<file path="config.mk">
export PLATFORM = sky130hd
export DESIGN_NAME = calc_op_engine
export DESIGN_NICKNAME = d
export VERILOG_FILES = /design/src/rtl/calc_op_engine.sv
export SDC_FILE = /design/constraint.sdc
export NUM_CORES = 1
export LEC_CHECK = 0
export BUFFER_PORTS_ARGS = -buffer_cell sky130_fd_sc_hd__buf_2
export CORE_ASPECT_RATIO = 1.2
export CORE_MARGIN = 2
export CORE_UTILIZATION = 40
export DETAILED_ROUTE_END_ITERATION = 10
export PLACE_DENSITY = 0.62
export SETUP_SLACK_MARGIN = 0.2
export SLEW_MARGIN = 25
export SYNTH_ARGS = -nofsm -noshare
export SYNTH_HDL_FRONTEND = slang
export SYNTH_SLANG_ARGS = --single-unit
</file>
<file path="constraint.sdc">
create_clock -name clk -period 3.55 [get_ports clk]
set_input_delay 0.1775 -clock clk [delete_from_list [all_inputs] [get_ports clk]]
set_output_delay 0.1775 -clock clk [all_outputs]
set_load 0.01 [all_outputs]
</file>
<file path="src/rtl/calc_op_engine.sv">
// ---------------------------------------------------------------------------
// calc_op_engine
//
// Operator-input and arithmetic stage feeding the LCD writer. Conditions the
// four push-buttons, runs the OFF/ON/ADD/SUBTRACT/MULTIPLY mode FSM and
// produces a registered sign-magnitude result from two 8-bit sign-magnitude
// operands.
//
// Optional feature: define CALC_DEBOUNCE_EN to insert a per-button debounce
// counter of DEBOUNCE_CYCLES stable cycles after the synchronizer. Without
// it the synchronized level is used directly and DEBOUNCE_CYCLES is unused.
//
// Ports:
//   clk                  system clock
//   rst_n                asynchronous active-low reset
//   button_enable        power toggle (asynchronous push-button)
//   button_soma          select ADD
//   button_subtracao     select SUBTRACT
//   button_multiplicacao select MULTIPLY
//   sinal_a, sinal_b     operand signs (1 = negative)
//   a, b                 operand magnitudes
//   oper                 mode: OFF=0 ON=1 ADD=2 SUBTRACT=3 MULTIPLY=4
//   sinal_s              result sign
//   s                    result magnitude
//   busy                 multiplier iterating
//   done                 one-cycle pulse when s/sinal_s take a new value
// ---------------------------------------------------------------------------
module calc_op_engine #(
    parameter int unsigned DEBOUNCE_CYCLES = 500000
) (
    input  logic        clk,
    input  logic        rst_n,
    input  logic        button_enable,
    input  logic        button_soma,
    input  logic        button_subtracao,
    input  logic        button_multiplicacao,
    input  logic        sinal_a,
    input  logic        sinal_b,
    input  logic [7:0]  a,
    input  logic [7:0]  b,
    output logic [2:0]  oper,
    output logic        sinal_s,
    output logic [15:0] s,
    output logic        busy,
    output logic        done
);

    typedef enum logic [2:0] {
        StOff = 3'd0,
        StOn  = 3'd1,
        StAdd = 3'd2,
        StSub = 3'd3,
        StMul = 3'd4
    } state_e;

    // Button vector bit positions.
    localparam int BtnEn   = 0;
    localparam int BtnMul  = 1;
    localparam int BtnSoma = 2;
    localparam int BtnSub  = 3;

    logic [3:0] btn_raw;
    logic [3:0] sync1_q, sync2_q;
    logic [3:0] btn_level;
    logic [3:0] prev_q;
    logic [3:0] edge_q;

    assign btn_raw = {button_subtracao, button_soma, button_multiplicacao, button_enable};

    // -----------------------------------------------------------------------
    // Two-flop synchronizer
    // -----------------------------------------------------------------------
    always_ff @(posedge clk or negedge rst_n) begin
        if (!rst_n) begin
            sync1_q <= '0;
            sync2_q <= '0;
        end else begin
            sync1_q <= btn_raw;
            sync2_q <= sync1_q;
        end
    end

    // -----------------------------------------------------------------------
    // Level conditioning
    // -----------------------------------------------------------------------
`ifdef CALC_DEBOUNCE_EN
    localparam int unsigned CntW = (DEBOUNCE_CYCLES > 1) ? $clog2(DEBOUNCE_CYCLES) : 1;

    for (genvar i = 0; i < 4; i++) begin : g_db
        logic [CntW-1:0] cnt_q;
        logic            level_q;

        // The counter runs only while the synchronized level disagrees with
        // the accepted one; any return to agreement reloads it.
        always_ff @(posedge clk or negedge rst_n) begin
            if (!rst_n) begin
                cnt_q   <= '0;
                level_q <= 1'b0;
            end else if (sync2_q[i] == level_q) begin
                cnt_q <= '0;
            end else if (cnt_q == CntW'(DEBOUNCE_CYCLES - 1)) begin
                cnt_q   <= '0;
                level_q <= sync2_q[i];
            end else begin
                cnt_q <= cnt_q + 1'b1;
            end
        end

        assign btn_level[i] = level_q;
    end
`else
    assign btn_level = sync2_q;
`endif

    // -----------------------------------------------------------------------
    // Registered rising-edge detector (press only, no auto-repeat)
    // -----------------------------------------------------------------------
    always_ff @(posedge clk or negedge rst_n) begin
        if (!rst_n) begin
            prev_q <= '0;
            edge_q <= '0;
        end else begin
            prev_q <= btn_level;
            edge_q <= btn_level & ~prev_q;
        end
    end

    // -----------------------------------------------------------------------
    // Mode FSM
    // -----------------------------------------------------------------------
    state_e state_q, state_d;
    logic   mul_start_q, mul_start_d;

    always_comb begin
        state_d     = state_q;
        mul_start_d = 1'b0;
        if (edge_q[BtnEn]) begin
            state_d = (state_q == StOff) ? StOn : StOff;
        end else if (state_q != StOff) begin
            if (edge_q[BtnMul]) begin
                state_d     = StMul;
                mul_start_d = 1'b1;  // entry or reselection restarts the run
            end else if (edge_q[BtnSoma]) begin
                state_d = StAdd;
            end else if (edge_q[BtnSub]) begin
                state_d = StSub;
            end
        end
    end

    always_ff @(posedge clk or negedge rst_n) begin
        if (!rst_n) begin
            state_q     <= StOff;
            mul_start_q <= 1'b0;
        end else begin
            state_q     <= state_d;
            mul_start_q <= mul_start_d;
        end
    end

    // -----------------------------------------------------------------------
    // Sign-magnitude adder (SUBTRACT = ADD with b's sign inverted)
    // -----------------------------------------------------------------------
    logic       sb_eff;
    logic [8:0] add_mag;
    logic       add_sign;

    always_comb begin
        sb_eff   = sinal_b ^ (state_q == StSub);
        add_mag  = '0;
        add_sign = 1'b0;
        if (sinal_a == sb_eff) begin
            add_mag  = {1'b0, a} + {1'b0, b};
            add_sign = sinal_a;
        end else if (a >= b) begin
            add_mag  = {1'b0, a - b};
            add_sign = sinal_a;
        end else begin
            add_mag  = {1'b0, b - a};
            add_sign = sb_eff;
        end
        if (add_mag == 9'd0) begin
            add_sign = 1'b0;
        end
    end

    // -----------------------------------------------------------------------
    // Result registers and shift-add multiplier
    // -----------------------------------------------------------------------
    logic [15:0] s_q, s_d;
    logic        sign_q, sign_d;
    logic        busy_q, busy_d;
    logic        done_q, done_d;
    logic [15:0] acc_q, acc_d;
    logic [15:0] mcand_q, mcand_d;
    logic [7:0]  mplier_q, mplier_d;
    logic [3:0]  iter_q, iter_d;
    logic [7:0]  a_lat_q, a_lat_d;
    logic [7:0]  b_lat_q, b_lat_d;
    logic        sa_lat_q, sa_lat_d;
    logic        sb_lat_q, sb_lat_d;
    logic        op_diff;

    assign op_diff = (a != a_lat_q) || (b != b_lat_q) ||
                     (sinal_a != sa_lat_q) || (sinal_b != sb_lat_q);

    always_comb begin
        s_d      = s_q;
        sign_d   = sign_q;
        busy_d   = busy_q;
        done_d   = 1'b0;
        acc_d    = acc_q;
        mcand_d  = mcand_q;
        mplier_d = mplier_q;
        iter_d   = iter_q;
        a_lat_d  = a_lat_q;
        b_lat_d  = b_lat_q;
        sa_lat_d = sa_lat_q;
        sb_lat_d = sb_lat_q;

        case (state_q)
            StAdd, StSub: begin
                s_d    = {7'd0, add_mag};
                sign_d = add_sign;
                done_d = (s_d != s_q) || (sign_d != sign_q);
                busy_d = 1'b0;
            end
            StMul: begin
                if (state_d != StMul) begin
                    // Leaving mid-run abandons it without a done pulse.
                    busy_d = 1'b0;
                end else if (mul_start_q || op_diff) begin
                    a_lat_d  = a;
                    b_lat_d  = b;
                    sa_lat_d = sinal_a;
                    sb_lat_d = sinal_b;
                    acc_d    = '0;
                    mcand_d  = {8'd0, a};
                    mplier_d = b;
                    iter_d   = '0;
                    busy_d   = 1'b1;
                end else if (mul_start_d) begin
                    // Reselection pending: freeze until the relatch next cycle.
                end else if (busy_q) begin
                    if (iter_q == 4'd8) begin
                        s_d    = acc_q;
                        sign_d = (sa_lat_q ^ sb_lat_q) && (acc_q != 16'd0);
                        done_d = 1'b1;
                        busy_d = 1'b0;
                    end else begin
                        if (mplier_q[0]) begin
                            acc_d = acc_q + mcand_q;
                        end
                        mcand_d  = mcand_q << 1;
                        mplier_d = mplier_q >> 1;
                        iter_d   = iter_q + 4'd1;
                    end
                end
            end
            default: begin
                s_d    = '0;
                sign_d = 1'b0;
                busy_d = 1'b0;
            end
        endcase
    end

    always_ff @(posedge clk or negedge rst_n) begin
        if (!rst_n) begin
            s_q      <= '0;
            sign_q   <= 1'b0;
            busy_q   <= 1'b0;
            done_q   <= 1'b0;
            acc_q    <= '0;
            mcand_q  <= '0;
            mplier_q <= '0;
            iter_q   <= '0;
            a_lat_q  <= '0;
            b_lat_q  <= '0;
            sa_lat_q <= 1'b0;
            sb_lat_q <= 1'b0;
        end else begin
            s_q      <= s_d;
            sign_q   <= sign_d;
            busy_q   <= busy_d;
            done_q   <= done_d;
            acc_q    <= acc_d;
            mcand_q  <= mcand_d;
            mplier_q <= mplier_d;
            iter_q   <= iter_d;
            a_lat_q  <= a_lat_d;
            b_lat_q  <= b_lat_d;
            sa_lat_q <= sa_lat_d;
            sb_lat_q <= sb_lat_d;
        end
    end

    assign oper    = state_q;
    assign s       = s_q;
    assign sinal_s = sign_q;
    assign busy    = busy_q;
    assign done    = done_q;

endmodule

</file>
==> metrics.md, run 1 <==
| Metric | Value |
|---|---|
| Status | `completed` |
| Max_slew headroom | `45.7%` |
| Fin crit period | `between 3 and 4 ns` |
| Crit path kind | `reg2reg` |
| Startpoint Class | `register` |
| Clk_skew | `0.0135 ns` |
| Final Max Slew Viols | `0` |
| ANT cells | `0` |
| Setup violators final | `0` |
| Share of post-route cells with drive strength above 1 | `13.3%` |
| CP required | `3.77 ns` |
| Inst Count DP | `between 900 and 1000` |
| Post-synth EDFFs | `0` |
| # port buffers | `between 40 and 50` |
| R2R Setup Slk | `0.41 ns` |
| Synth Net Count | `between 700 and 800` |
| Vias in the first global route | `around 5500` |
| Tot Pwr | `0.00383 W` |
| Synthesized area | `0.00634 mm2` |
| Setup tns final | `0 ns` |
| Area Overhead vs Synth | `15.3%` |
| DRT Pass-1 Iters | `6` |
| Largest fanout on the critical path | `4` |
| Register area share after synthesis | `about two fifths` |
| Avg WL per Cell | `between 15 and 20 um` |
| Final ANT Viol Nets | `0` |
| Pin count of the biggest net entering global routing | `65` |
| Class of the worst hold path | `in2reg` |
| Row count | `50` |
| Clk root buf | `clkbuf_16` |
| H-tree depth | `3` |
| Count leader, synth | `dfrtp_1` |
| Die Y | `around 140 um` |
| Synth area leader | `dfrtp_1` |
| Yosys top cell area share | `39.9%` |
| # Max-Cap Violations | `0` |
| Drt drc | `0` |
| P per Cell Area | `524 mW/mm2` |
| Yosys cell types | `between 60 and 70` |
| Nature of the critical path endpoint | `register` |
| Total gr overflow | `0` |
| Io pins | `46` |
| Tcrit/Tclk final | `around nine tenths` |
| Die area | `~0.017 mm2` |
| Max VDD drop | `0.209 mV` |
| Yosys reg bits | `slightly above 100` |
| Cts bufs inserted | `9` |
| Leakage | `3.48 nW` |
| Clock Sink Count | `~100` |
| RSZ-0062 raised after global routing | `no` |
| Top cells by count, synth | `101 x dfrtp_1, 93 x nand2_1, 64 x o21ai_0` |
| Post-CTS setup buffer count | `0` |
| Core area | `approximately 0.016 mm2` |
| Max Buffers Root-to-Sink | `2` |
| Post-DP HPWL | `13600 um` |
| CP arrival | `~3.4 ns` |
| Finished Layout Cells | `982` |
| Ys Warns | `0` |
| Hold Fails Final Rpt | `0` |
| Syn Inst Count | `711` |
| Clock-pin transition on the worst setup and hold timing paths | `around 0.070 ns` |
| Die X | `119 um` |
| Routed vias | `around 5500` |
| DRT iter0 DRCs | `approximately 500` |
| Vias per cell | `roughly 5.6` |
| Filler cells | `between 1000 and 1500` |
| Clk_lat worst skew | `0.36 ns` |
| Peak Freq | `roughly 320 MHz` |
| GP Congestion | `0.929` |
| GR Util All Layers | `approximately 22%` |
| Final #Nets | `838` |
| Asr flop ratio synth | `100%` |
| Syn_area_per_cell | `8.92 um2` |
| Worst slew pin tran | `0.814 ns` |
| First-pass GRT wire length | `28900 um` |
| Initial Utilization | `approximately two fifths` |
| Initial antenna violation count | `0` |
| CTS tree | `yes` |
| Sequential Area | `about 0.0025 mm2` |
| Multi-input logic area | `0.00357 mm2` |
| Predominant post-synthesis flop cell | `dfrtp_1` |
| Largest cells by area after synthesis | `dfrtp_1 40%, ha_1 7.9%, nand2_1 5.5%` |
| DRT Wirelength | `between 15000 and 20000 um` |
-- per-layer routing --
metal | vias up | routed length (um) | global-route usage [%]
met3 | 34 | 644 | 2.77
li1 | 2642 | - | -
met4 | 0 | 602 | 9.65
met5 | - | 0 | 0
met2 | 136 | 8970 | 37.5
met1 | 2701 | 7400 | 26.8
-- cell usage in the layout (no fill, tap or decap), drive strengths merged, types with 23 or more instances in the layout --
cell and count:
buf 70, nand2 93, xor2 28, a21oi 34, nand3 28, nor2 42, o21ai 68, dfrtp 101
inv 46, ha 40, a31oi 23
-- cell families after synthesis --
| family | after synthesis | share of synthesized area (%) |
|---|---|---|
| XOR/XNOR | 51 | 7.48 |
| AO/OA/AOI/OAI | 198 | 20.2 |
| multiplexers | 6 | 0.987 |
| buffers and inverters | 70 | 4.34 |
| flip-flops | 101 | 39.9 |
| AND/OR/NAND/NOR | 241 | 18.0 |
| adder cells (fa/ha/maj) | 44 | 9.16 |
-- what timing repair did --
action                                  in CTS  in global routing
endpoints found under the setup margin       1                  2
gates resized for setup                      1                  2
pin swaps                                    0                  1
cloned                                       0                  0
hold endpoints to repair                    67                  0
hold buffers                                 5                  0
-- final cells by class --
class	count	share of cell area, %
clock buffers	9	3.08
clock inverters	6	1.44
inverters	43	2.21
multi-input cells	540	48.8
flip-flops and latches	101	34.6
well taps	208	3.56
repair buffers	75	6.37
-- report_power, final --
| part | leakage (nW) | internal (W) | switching (W) | total, W |
|---|---|---|---|---|
| Clock | 0.161 | 0.000630 | 0.000467 | 0.00110 |
| Sequential | 1.29 | 0.00139 | 0.000201 | 0.00159 |
| Combinational | 2.03 | 0.000483 | 0.000660 | 0.00114 |
| Total | 3.48 | 0.00250 | 0.00133 | 0.00383 |
-- through the flow --
stage | worst slack (ns) | hold WS [ns] | instance area, um2 | util, %
global placement | 0.184 | 0.285 | 6910 | 44.4
detailed placement | 0.139 | 0.287 | 6910 | 44.4
CTS | 0.212 | 0.144 | 7290 | 46.8
floorplan | 0.475 | -0.118 | 6340 | -
finish | 0.412 | 0.148 | 7310 | 46.9
global route | 0.215 | 0.173 | 7310 | 46.9
-- state kept, by name, indices dropped and copies added (netlist names) --
register,flops
s,16
oper,3
mcand_q,16
done,1
sinal_s,1
sync1_q,4
b_lat_q,8
a_lat_q,8
sa_lat_q,1
mul_start_q,1
btn_level,4
mplier_q,8
busy,1
edge_q,4
prev_q,4
iter_q,4
acc_q,16
sb_lat_q,1
-- worst paths after layout --
| path | startpoint | endpoint | cells past startpoint |
|---|---|---|---|
| hold / removal | a[3] | mcand_q[3] | 3 |
| hold reg to reg | sync1_q[1] | btn_level[1] | 0 |
| max in group asynchronous | rst_n | iter_q[2] | 3 |
| setup reg to reg | acc_q[0] | acc_q[14] | 11 |
| setup / recovery | acc_q[0] | acc_q[14] | 11 |
| min in group asynchronous | rst_n | sync1_q[0] | 2 |
-- worst max-delay path: stages, from the launching register on --
cell and delay (ns):
dfrtp_1 0.43, ha_1 0.25, fa_1 0.41, a21o_1 0.18
a21oi_1 0.21, o21bai_1 0.15, a2111oi_4 0.34, o31ai_1 0.18
a2111o_1 0.44, a31oi_1 0.20, xor2_1 0.15, o21ai_0 0.09
Power figures use the tool's default switching activity.
==> run 2, diff against run 1 <==
==> constraint.sdc (replaced) <==
create_clock -name clk -period 3.6 [get_ports clk]
set_input_delay 0.18 -clock clk [delete_from_list [all_inputs] [get_ports clk]]
set_output_delay 0.18 -clock clk [all_outputs]
set_load 0.01 [all_outputs]
==> run 2 against run 1 <==
  * Core utilization shrank 0.47 points
  * Register-to-register slack gained 0.02 ns
  * Critical path type unchanged
  * Die area is the same
  * Critical path depth is the same
  * Combinational power is essentially flat
  * Flip-flop and latch count is the same
  * Clock skew shrank 0.0020 ns
  * Total power shrank 4.1%
  * First-iteration DRC count shrank 10%
  * Largest power group unchanged
==> metrics.md, run 2 (same netlist as run 1, synthesis figures left out) <==
| Metric | Value |
|---|---|
| CP required | `3.83 ns (+0.06 ns)` |
| DRT Pass-1 Iters | `6 (unchanged)` |
| Class of the worst hold path | `in2reg` |
| Die X | `119 um (unchanged)` |
| GR Util All Layers | `21.5% (-0.091 points)` |
| Startpoint Class | `register` |
| Final Max Slew Viols | `0 (unchanged)` |
| GP Congestion | `0.899 (-3.2%)` |
| Clk_skew | `0.0115 ns (-0.00201 ns)` |
| Total gr overflow | `0 (unchanged)` |
| Io pins | `46 (unchanged)` |
| Avg WL per Cell | `18.0 um (+0.57%)` |
| Leakage | `3.45 nW (-1.0%)` |
| Finished Layout Cells | `979 (-0.31%)` |
| Clock Sink Count | `101 (unchanged)` |
| Max VDD drop | `0.263 mV (+26%)` |
| RSZ-0062 raised after global routing | `no` |
| Tcrit/Tclk final | `87.9% (-0.44 points)` |
| Inst Count DP | `958 (-0.42%)` |
| Most frequent cells in the layout | `101 x dfrtp_1, 93 x nand2_1, 64 x o21ai_0, 44 x buf_2, 43 x inv_1` |
| Post-DP HPWL | `13700 um (+0.51%)` |
| Max_slew headroom | `48.6% (+2.9 points)` |
| CP arrival | `3.40 ns (+0.04 ns)` |
| Smallest hold slack | `0.148 ns (-0.0000720 ns)` |
| Final #Nets | `834 (-0.48%)` |
| Max Buffers Root-to-Sink | `2 (unchanged)` |
| Post-route core utilization | `46.5% (-0.47 points)` |
| Worst slew pin tran | `0.771 ns (-0.0435 ns)` |
| Fin crit period | `3.17 ns (+0.0283 ns)` |
| Max stage delay cell, worst path | `a2111o_1` |
| CTS tree | `yes` |
| Met3 Use GR | `2.69% (-0.080 points)` |
| Die area | `0.0169 mm2 (unchanged)` |
| # Max-Cap Violations | `0 (unchanged)` |
| Setup tns final | `0 ns (unchanged)` |
| H-tree depth | `3 (unchanged)` |
| Drt drc | `0 (unchanged)` |
| Initial antenna violation count | `0 (unchanged)` |
| Die Y | `142 um (unchanged)` |
| Vias in the first global route | `5441 (-0.37%)` |
| Tot Pwr | `0.00367 W (-4.1%)` |
| Commonest non-fill, non-tap cell in the layout | `dfrtp_1` |
| Crit path kind | `reg2reg` |
| Peak Freq | `316 MHz (-0.89%)` |
| DRT iter0 DRCs | `448 (-10%)` |
| Clk_lat worst skew | `0.36 ns (about the same)` |
| Core area | `0.0156 mm2 (unchanged)` |
| Setup violators final | `0 (unchanged)` |
| ANT cells | `0 (unchanged)` |
| CP Cell Sequence | `ha_1 > fa_1 > a21o_1 > a21oi_1 > o21bai_1 > a2111oi_2 > o31ai_1 > a2111o_1 > a31oi_1 > xor2_1 > o21ai_0` |
| M1 GR Usage | `26.8% (about the same)` |
| Clock-pin transition on the worst setup and hold timing paths | `0.07 ns (about the same)` |
| Max incr delay on CP | `0.44 ns (about the same)` |
| Area Overhead vs Synth | `14.1%` |
| Met2 Track Usage GR | `37.0% (-0.48 points)` |
| Most Used Layer, Global Route | `met2` |
| P per Cell Area | `507 mW/mm2 (-3.1%)` |
| Vias per cell | `5.73 (+2.0%)` |
| Nature of the critical path endpoint | `register` |
| # port buffers | `45 (unchanged)` |
| Share of post-route cells with drive strength above 1 | `13.0% (-0.34 points)` |
| First-pass GRT wire length | `28600 um (-1.1%)` |
| Clk root buf | `clkbuf_16` |
| Routed vias | `5605 (+1.7%)` |
| Status | `completed` |
| Initial Utilization | `40.7% (unchanged)` |
| Cts bufs inserted | `9 (unchanged)` |
| Hold Fails Final Rpt | `0 (unchanged)` |
| Pin count of the biggest net entering global routing | `62 (-4.6%)` |
| Final ANT Viol Nets | `0 (unchanged)` |
| Row count | `50 (unchanged)` |
| Largest fanout on the critical path | `4 (unchanged)` |
| DRT Wirelength | `17700 um (+0.27%)` |
==> run 2: cell types whose count changed in the layout (fill, tap and decap cells not counted), sizes merged <==
cell	change
clkbuf	+1
bufinv	-2
buf	-4
clkinvlp	+1
inv	+1
==> run 2: layer usage <==
metal / part of all wire (%) / vias to the layer above
met5: 0 / -
met3: 3.7 / 32
li1: - / 2638
met4: 3.3 / 0
met1: 42 / 2757
met2: 51 / 178
==> run 2: layout make-up <==
class	count	area (um2)
Clock buffer	10	239
Clock inverter	6	61.3
Fill cell	1519	8340
Inverter	43	161
Multi-Input combinational cell	540	3550
Sequential cell	101	2530
Tap cell	208	260
Timing Repair Buffer	71	435
==> run 2: worst max-delay path: cells and delay by family, from the launching register on <==
kind	cells	cell delay [ns]
AOI/OAI and AO/OA	8	1.81
adders and majority gates	2	0.66
DFF	1	0.43
xor gates and xnor gates	1	0.15
==> run 2: report_power, final <==
part	internal, W	leakage, nW	switching [W]
clock	0.000509	0.147	0.000475
sequential	0.00137	1.29	0.000198
combinational	0.000470	2.00	0.000652
total	0.00235	3.45	0.00133
==> run 2: worst paths after layout <==
path	from	endpoint	slack [ns]	cells after the start
min reg2reg	sync1_q[0]	btn_level[0]	0.35	0
min	b[3]	mplier_q[3]	0.15	3
max	acc_q[0]	acc_q[14]	0.43	11
min in group asynchronous	rst_n	sync1_q[0]	0.45	2
max reg2reg	acc_q[0]	acc_q[14]	0.43	11
max in group asynchronous	rst_n	mplier_q[7]	2.12	3
==> run 2: what timing repair did <==
action,CTS,global route
gates resized for setup,1,1
setup buffers,0,0
hold buffers,5,0
gates cloned,0,0
hold endpoints to repair,64,0
pin swaps,0,1
endpoints found under the setup margin,1,1
==> run 2: metrics by stage <==
step           setup slack [ns]  instance area [um2]
3_3_place_gp              0.277                 6880
3_5_place_dp              0.211                 6880
6_report                  0.434                 7240
2_1_floorplan             0.525                 6340
4_1_cts                   0.266                 7230
5_1_grt                   0.246                 7240
==> run 3, diff against run 2 <==
--- a/config.mk
+++ b/config.mk
@@ -5,6 +5,7 @@
 export SDC_FILE = /design/constraint.sdc
 export NUM_CORES = 1
 export LEC_CHECK = 0
+export ABC_AREA = 1
 export BUFFER_PORTS_ARGS = -buffer_cell sky130_fd_sc_hd__buf_2
 export CORE_ASPECT_RATIO = 1.2
 export CORE_MARGIN = 2
==> run 3 against run 2 <==
  * Routed wire length shrank 1.8%
  * First-iteration DRC count decreased by 24%
  * Core utilization shrank 1.5 points
  * Cell count up 19%
  * Design area rose by 4.6%
  * Area after synthesis grew 8.4%
  * Synthesized cell count rose by 27%
  * Total power fell by 9.0%
  * Combinational power shrank 18%
  * Flip-flop and latch count unchanged
  * Via count grew 5.4%
  * Critical endpoint unchanged
  * Highest routed layer unchanged
==> metrics.md, run 3 <==
| Metric | Value |
|---|---|
| Status | `completed` |
| Clock network power share | `30.4% (+3.6 points)` |
| Tcrit/Tclk final | `74.0% (-14 points)` |
| Register-to-Register Path Depth | `13 (+2)` |
| Initial Utilization | `40.8% (+0.094 points)` |
| Clk_skew | `0.00726 ns (-0.00420 ns)` |
| Asr flop ratio synth | `100% (unchanged)` |
| CTS tree | `yes` |
| ANT cells | `0 (unchanged)` |
| Area Overhead vs Synth | `10.2%` |
| DRT iter0 DRCs | `342 (-24%)` |
| Post-synth EDFFs | `0 (unchanged)` |
| Final ANT Viol Nets | `0 (unchanged)` |
| Sw Pwr | `0.00117 W (-12%)` |
| Count leader, synth | `nand2_1` |
| Resize count post-CTS | `0 (-1)` |
| DRT Wirelength | `17400 um (-1.8%)` |
| Vias per cell | `5.06 (-12%)` |
| Largest cells by area after synthesis | `dfrtp_1 37%, nand2_1 15%, ha_1 7.3%` |
| Max Buffers Root-to-Sink | `2 (unchanged)` |
| Max_slew headroom | `43.3% (-5.3 points)` |
| P per Cell Area | `441 mW/mm2 (-13%)` |
| Clock Sink Count | `101 (unchanged)` |
| Worst slew pin tran | `0.850 ns (+0.0797 ns)` |
| Most frequent cells in the layout | `275 x nand2_1, 104 x inv_1, 101 x dfrtp_1, 66 x nand3_1, 47 x nor2_1` |
| Top cells by count, synth | `275 x nand2_1, 104 x inv_1, 101 x dfrtp_1` |
| Yosys reg bits | `101 (unchanged)` |
| R2r startpoint | `b_lat_q[3]` |
| # port buffers | `45 (unchanged)` |
| Hold Fails Final Rpt | `0 (unchanged)` |
| Sequential Power Share | `42.1% (-0.5 points)` |
| Setup tns final | `0 ns (unchanged)` |
| GR Util All Layers | `20.1% (-1.4 points)` |
| Pre-CTS WS | `0.778 ns (+0.567 ns)` |
| First-pass GRT wire length | `28500 um (-0.38%)` |
| Cell Int Power | `0.00217 W (-7.3%)` |
| Gate power share | `27.5% (-3.1 points)` |
| Max VDD drop | `0.377 mV (+43%)` |
| Synthesized area | `0.00688 mm2 (+8.4%)` |
| Drt drc | `0 (unchanged)` |
| Avg WL per Cell | `14.9 um (-18%)` |
| Hold path depth | `3 (unchanged)` |
| Yosys cell types | `50 (-26%)` |
| # Max-Cap Violations | `0 (unchanged)` |
| DRT Pass-1 Iters | `5 (-1)` |
| Peak Freq | `376 MHz (+19%)` |
| Ys Warns | `0 (unchanged)` |
| Clock-pin transition on the worst setup and hold timing paths | `0.07 ns (about the same)` |
| Pin count of the biggest net entering global routing | `67 (+8.1%)` |
| Io pins | `46 (unchanged)` |
| Post-DP HPWL | `13600 um (-0.68%)` |
| Clk_lat worst skew | `0.36 ns (about the same)` |
| Final #Nets | `1014 (+22%)` |
| Setup violators final | `0 (unchanged)` |
| H-tree depth | `3 (unchanged)` |
| Leakage | `3.93 nW (+14%)` |
| Vias in the first global route | `5708 (+4.9%)` |
| Post-route core utilization | `44.9% (-1.5 points)` |
| Total gr overflow | `0 (unchanged)` |
| Nature of the critical path endpoint | `register` |
| Row count | `52 (+4.0%)` |
| Predominant post-synthesis flop cell | `dfrtp_1` |
| RSZ-0062 raised after global routing | `no` |
| Syn Inst Count | `905 (+27%)` |
| Final Max Slew Viols | `0 (unchanged)` |
| Yosys top cell area share | `36.8% (-3.1 points)` |
| Wire length on met3 | `606 um (-8.0%)` |
| GP Congestion | `0.921 (+2.4%)` |
| Die area | `0.0183 mm2 (+8.2%)` |
| Setup slack after layout | `0.937 ns (+0.503 ns)` |
| Routed vias | `5909 (+5.4%)` |
| Post-CTS setup buffer count | `0 (unchanged)` |
| R2R Setup Slk | `0.94 ns (+0.50 ns)` |
| Clk root buf | `clkbuf_16` |
| Hold_sp | `a[3]` |
| Die Y | `148 um (+4.0%)` |
| Startpoint Class | `register` |
| Hold endpoint | `a_lat_q[3]` |
| Crit path kind | `reg2reg` |
| Synth Net Count | `973 (+25%)` |
| CP arrival | `2.95 ns (-0.45 ns)` |
| Share of post-route cells with drive strength above 1 | `13.6% (+0.59 points)` |
| Met2 wire length | `8190 um (-9.1%)` |
| Register area share after synthesis | `36.8% (-3.1 points)` |
| Largest fanout on the critical path | `43 (+39)` |
| M1 WL | `7820 um (+5.5%)` |
| Core area | `0.0169 mm2 (+8.2%)` |
| Fin crit period | `2.66 ns (-0.503 ns)` |
| Class of the worst hold path | `in2reg` |
| Die X | `124 um (+4.0%)` |
| CP required | `3.89 ns (+0.06 ns)` |
| Initial antenna violation count | `0 (unchanged)` |
| Hold buffers post-CTS | `5 (unchanged)` |
| Sw Ratio | `34.9% (-1.2 points)` |
| Cts bufs inserted | `9 (unchanged)` |
| Top routing layer in use | `met4` |
| Synth area leader | `dfrtp_1` |
| Commonest non-fill, non-tap cell in the layout | `nand2_1` |
| Syn_area_per_cell | `7.60 um2 (-15%)` |
| Worst R2R End | `acc_q[14]` |
## run 3: cell types whose count changed after synthesis, sizes merged, moves of 9 or more
| cell | delta |
|---|---|
| a21o | -11 |
| a31oi | -21 |
| buf | +13 |
| clkbuf | -18 |
| inv | +73 |
| nand2 | +197 |
| nand3 | +45 |
| nor2 | +14 |
| nor2b | -9 |
| nor3 | -15 |
| o21ai | +23 |
| xnor2 | -15 |
| xor2 | -9 |
## run 3: worst max-delay path by stage
stage	start	to	slack [ns]
finish	b_lat_q[3]	acc_q[14]	0.94
global route	b_lat_q[3]	acc_q[11]	0.70
CTS	b_lat_q[3]	acc_q[14]	0.92
detailed placement	a[0]	done	0.78
global placement	a[0]	done	0.78
floorplan	acc_q[0]	acc_q[14]	1.49
## run 3: layout make-up
type	instances	area, um2
timing repair buffer	52	305
tap	216	270
multi-input combinational	665	3720
sequential	101	2530
clock inverter	7	80.1
fill	1747	9280
clock buffer	9	225
inverter	117	443
## run 3: critical path, cell delays in order, from the launching register on
cell	delay, ns
dfrtp_1	0.39
or2_1	0.23
nand4_1	0.07
nor3_1	0.05
nand2_1	0.09
nor3_2	0.06
nand2_2	0.05
buf_4	0.38
clkinv_2	0.36
o21ai_4	0.22
nand2_8	0.23
nor2_8	0.28
nand2_1	0.10
o21ai_2	0.06
## run 3: routing by layer
metal / global-route usage [%] / vias to the layer above
li1: - / 3010
met1: 25.5 / 2743
met2: 32.7 / 112
met3: 3.40 / 44
met4: 10.2 / 0
met5: 0 / -
## run 3: power groups by stage
stage	logic, W	clock network [W]	registers [W]
floorplan	0.000681	0	0.00140
global placement	0.000906	0	0.00143
detailed placement	0.000913	0	0.00143
CTS	0.000922	0.00104	0.00141
global route	0.00104	0.00109	0.00143
finish	0.000917	0.00102	0.00141
## run 3: cells by family after synthesis
family / after synthesis / synth area share [%]
compound gates: 143 / 12.2
xor+xnor: 25 / 3.18
buf+inv: 139 / 9.10
fa+ha+maj: 44 / 8.44
flops: 101 / 36.8
simple gates: 453 / 30.3
## run 3: through the flow
stage	power [W]	cells	cell area (um2)	hold WS [ns]
after floorplan	0.00208	905	6880	-0.116
after global placement	0.00233	1146	7220	0.289
after detailed placement	0.00234	1146	7220	0.290
after CTS	0.00337	1167	7570	0.102
after global routing	0.00356	1167	7570	0.143
final	0.00334	1167	7570	0.110
